==> config.mk <==
export PLATFORM = sky130hd
export DESIGN_NAME = dcache_flush
export DESIGN_NICKNAME = d
export VERILOG_FILES = /design/src/rtl/dcache_flush.sv
export SDC_FILE = /design/constraint.sdc
export NUM_CORES = 1
export LEC_CHECK = 0
export CORE_ASPECT_RATIO = 1.5
export CORE_MARGIN = 2
export CORE_UTILIZATION = 45
export CTS_BUF_LIST = sky130_fd_sc_hd__clkbuf_4 sky130_fd_sc_hd__clkbuf_8
export CTS_CLUSTER_DIAMETER = 100
export DETAILED_ROUTE_END_ITERATION = 7
export HOLD_SLACK_MARGIN = 0.02
export PLACE_DENSITY = 0.77
export SLEW_MARGIN = 20
export SYNTH_ARGS = -nofsm -noshare
export SYNTH_HDL_FRONTEND = slang
export SYNTH_SLANG_ARGS = --single-unit
==> constraint.sdc <==
create_clock -name clk -period 2.5 [get_ports clk]
set_input_delay 0.375 -clock clk [delete_from_list [all_inputs] [get_ports clk]]
set_output_delay 0.375 -clock clk [all_outputs]
set_load 0.01 [all_outputs]
==> src/rtl/dcache_flush.sv <==
// Flush/invalidate engine for the 4-way dcache state array: walks every (set, way),
// writes back dirty+valid lines over a req/ack handshake and clears each live entry.
`ifndef D_INDEX_WIDTH
`define D_INDEX_WIDTH 8
`endif

module dcache_flush #(
    parameter int aw  = `D_INDEX_WIDTH,
    parameter int num = (1 << aw),
    parameter int dw  = 2
) (
    input  logic          clk,
    input  logic          rst,
    input  logic          flush_req,
    input  logic          inv_only,
    output logic          busy,
    output logic          done,
    output logic          st_en,
    output logic          st_we,
    output logic [aw-1:0] st_index,
    output logic [1:0]    st_way,
    output logic [dw-1:0] st_din,
    input  logic [dw-1:0] st_dout0,
    input  logic [dw-1:0] st_dout1,
    input  logic [dw-1:0] st_dout2,
    input  logic [dw-1:0] st_dout3,
    output logic          wb_req,
    output logic [aw-1:0] wb_index,
    output logic [1:0]    wb_way,
    input  logic          wb_ack,
    output logic [15:0]   wb_count
);

    typedef enum logic [2:0] {
        S_IDLE,
        S_READ,
        S_WB,
        S_CLEAR,
        S_NEXT,
        S_DONE
    } state_t;

    localparam logic [aw-1:0] LAST_IDX = aw'(num - 1);

    state_t          r_state;
    logic [aw-1:0]   r_idx;
    logic [1:0]      r_way;
    logic            r_inv;
    logic [15:0]     r_wb_count;
    logic [dw-1:0]   w_cur;

    always_comb begin
        w_cur = st_dout0;
        case (r_way)
            2'd1:    w_cur = st_dout1;
            2'd2:    w_cur = st_dout2;
            2'd3:    w_cur = st_dout3;
            default: w_cur = st_dout0;
        endcase
    end

    always_ff @(posedge clk) begin
        if (rst) begin
            r_state    <= S_IDLE;
            r_idx      <= '0;
            r_way      <= '0;
            r_inv      <= 1'b0;
            r_wb_count <= '0;
        end else begin
            case (r_state)
                S_IDLE: begin
                    if (flush_req) begin
                        r_idx      <= '0;
                        r_way      <= '0;
                        r_inv      <= inv_only;
                        r_wb_count <= '0;
                        r_state    <= S_READ;
                    end
                end
                // Dirty-but-invalid (2'b10) falls through to NEXT untouched.
                S_READ: begin
                    if (w_cur[1] && w_cur[0] && !r_inv)
                        r_state <= S_WB;
                    else if (w_cur[0])
                        r_state <= S_CLEAR;
                    else
                        r_state <= S_NEXT;
                end
                S_WB: begin
                    if (wb_ack) begin
                        if (r_wb_count != 16'hFFFF)
                            r_wb_count <= r_wb_count + 16'd1;
                        r_state <= S_CLEAR;
                    end
                end
                S_CLEAR: r_state <= S_NEXT;
                S_NEXT: begin
                    if (r_way != 2'd3) begin
                        r_way   <= r_way + 2'd1;
                        r_state <= S_READ;
                    end else if (r_idx != LAST_IDX) begin
                        r_way   <= 2'd0;
                        r_idx   <= r_idx + aw'(1);
                        r_state <= S_READ;
                    end else begin
                        r_state <= S_DONE;
                    end
                end
                S_DONE:  r_state <= S_IDLE;
                default: r_state <= S_IDLE;
            endcase
        end
    end

    assign busy     = (r_state != S_IDLE);
    assign done     = (r_state == S_DONE);
    assign st_en    = (r_state == S_READ) || (r_state == S_CLEAR);
    assign st_we    = (r_state == S_CLEAR);
    assign st_din   = '0;
    assign st_index = r_idx;
    assign st_way   = r_way;
    assign wb_req   = (r_state == S_WB);
    assign wb_index = r_idx;
    assign wb_way   = r_way;
    assign wb_count = r_wb_count;

endmodule

==> metrics.yaml <==
route:
  routed_wl_um: 4840
  dr.pass1.iters: 4
  drt_iter0_drc: 41
  wl_per_cell_um: 15.1
  ant_nets: 0
  num_vias: 1889
  drc: 0
  via_per_inst: 5.90
placement:
  place.gp.congestion: 0.841
  pre_cts_slack_ps: 63.8
  io_buffers: 53
  dp.cells: 312
  dp_hpwl_um: 3470
setup_path:
  crit_path_max_incr_delay_ps: 560
  critPathCaptureType: "flop"
  crit_type: "flop to flop"
  slowest_stage: "or4_1"
  required_ps: 2720
  cp.arrival_ps: 2520
  cp-start-kind: "flop"
  crit_fanout: 8
  crit_chain: "ha_1 > or3b_1 > or4_1 > or4_1 > a21oi_1"
  timing.critical_path.mode_cell: "or4_1"
layout:
  fillerInstances: 373
  insertedDiodeCount: 0
  area_growth_pct: 32.0
  fin_nets: 293
  stdcell_count: 320
  drive_gt1_share_pct: 8.73
cts:
  cts.path.max_buffers: 2
  clk_latency_ps: 280
  h-tree-depth: 2
  cts.sinks: 30
  clk_pin_slew_ps: 70
  numCtsBuffers: 5
  holdBufCountCts: 0
  cts_tree: "built"
  ctsResizeCount: 0
  root_buffer: "clkbuf_8"
  cts_setup_buffers: 0
timing:
  fin_skew_ps: 5.26
  finalMaxSlewViolations: 0
  grt_setup_unrepaired: "false"
  period_share_pct: 92.3
  setup_violations: 0
  max_freq_ghz: 0.433
  layout_setup_ws_ps: 192
  hold_viol: 0
  period_minus_slack_ps: 2310
  slew_headroom_pct: 37.7
  whs_ps: 476
  worstMarginPinSlew_ps: 931
  fin_setup_tns_ps: 0
global_routing:
  grt_max_degree: 23
  antenna_found_initial: 0
  grt-ovfl-total: 0
  grt_pass1_vias: 1680
  grt.total_usage_pct: 20.1
  grt_pass1_wl_um: 7780
hold_path:
  hp-class: "flop to flop"
floorplan:
  coreArea_mm2: 0.00399
  die_x_um: 57.0
  start_util_pct: 47.5
  floorplan.die_area_mm2: 0.00476
  rows: 28
  fp.dieH_um: 83.5
  ios: 56
power:
  total_power_mw: 1.18
  peakVddDrop_uv: 444
  power_leakage_nw: 0.848
  power.density_mw_per_mm2: 471
yosys:
  yosysTopAreaCellShare_pct: 31.7
  synth_edf_count: 0
  synth_flop_cell: "dfxtp_1"
  synthDistinctLibCells: 54
  synth.area.top_cells: "dfxtp_1 32%, mux2i_1 6.3%, buf_4 4.7%"
  synth_seq_cells: 30
  postSynthCellCount: 230
  ys_warn_count: 0
  synth_largest_area_cell: "dfxtp_1"
  async_flop_share_pct: 0
  ys_seq_area_share_pct: 31.7
  syn_area_mm2: 0.00190
  avgSynthCellArea_um2: 8.25
flow_run:
  cap_violations: 0
run_status:
  status: "finished, final reports clean"
-- layout make-up --
cell class              count  area [um^2]  area share, %
multi-input cells         169         1120           44.9
flip-flops and latches     30          601           24.0
repair buffers             60          583           23.3
clock buffers               5         68.8           2.75
well taps                  45         56.3           2.25
clock inverters             3         40.0           1.60
inverters                   8         30.0           1.20
-- power breakdown --
part | leakage, nW | switching, mW | total [mW] | internal [mW]
clock | 0.0579 | 0.190 | 0.483 | 0.293
combinational | 0.548 | 0.102 | 0.199 | 0.0966
sequential | 0.242 | 0.0119 | 0.498 | 0.486
total | 0.848 | 0.304 | 1.18 | 0.876
-- cells by family after synthesis --
family / share of synthesized area [%]
buf+inv: 9.23
flops: 31.7
compound gates: 17.0
other cells: 0.198
mux: 8.11
simple gates: 29.0
fa+ha+maj: 3.96
xor+xnor: 0.924
-- state kept, by name, summed over array words and instances, names as in the netlist --
name      flops
wb_count     16
st_way        2
r_state       3
r_inv         1
st_index      8
-- layer usage --
metal | share of wire (%) | GRT usage, % | vias to the layer above
li1 | - | - | 935
met1 | 41 | 22.9 | 895
met2 | 53 | 35.8 | 52
met3 | 4.6 | 4.50 | 7
met4 | 1.2 | 6.77 | 0
met5 | 0 | 0 | -
-- synthesized netlist by cell type (2+ instances only) --
library cell and number:
dfxtp_1 30, nand2_1 24, a21oi_1 15, or3_1 13, buf_4 12, mux2i_1 12
nor2_1 12, clkbuf_1 9, nand3_1 8, inv_1 7, ha_1 6, nand4_1 6
o21ai_0 6, a2111oi_0 5, or4_1 5, a31oi_1 4, o31ai_1 4, and2_1 3
and4_1 3, mux2_2 3, nor3_1 3, a22oi_1 2, and3_1 2, buf_2 2
nand2b_1 2, nor2b_1 2, o211ai_1 2, xor2_1 2
-- critical path: cells and delay by family (launching register included) --
| kind | cells | cell delay, ps |
|---|---|---|
| AND/OR/NAND/NOR | 3 | 1440 |
| AO/OA/AOI/OAI | 1 | 150 |
| flip-flops | 1 | 430 |
| adder cells (fa/ha/maj) | 1 | 230 |
-- through the flow --
| step | cell area [um^2] | util [%] |
|---|---|---|
| floorplan | 1900 | - |
| global placement | 2390 | 60.0 |
| detailed placement | 2390 | 60.0 |
| CTS | 2500 | 62.7 |
| global route | 2500 | 62.7 |
| finish | 2500 | 62.7 |
-- layout by cell type (no fill, tap or decap), types with 7 or more instances in the layout --
cell type	synthesis	final
a21oi_1	15	15
buf_4	12	7
clkdlybuf4s50_1	0	53
dfxtp_1	30	30
inv_1	7	7
mux2i_1	12	12
nand2_1	24	24
nand3_1	8	8
nor2_1	12	12
or3_1	13	13
-- final timing paths --
kind                                               start                         to  slack, ps  cells after the start
worst max-delay path            wb_count[1]$_SDFFE_PP0P_  wb_count[14]$_SDFFE_PP0P_        190                      5
worst min-delay path                  r_inv$_SDFFE_PP0P_         r_inv$_SDFFE_PP0P_        480                      2
worst max register to register  wb_count[1]$_SDFFE_PP0P_  wb_count[14]$_SDFFE_PP0P_        190                      5
worst min register to register        r_inv$_SDFFE_PP0P_         r_inv$_SDFFE_PP0P_        480                      2
No activity file was read; power rests on OpenSTA's default activity.
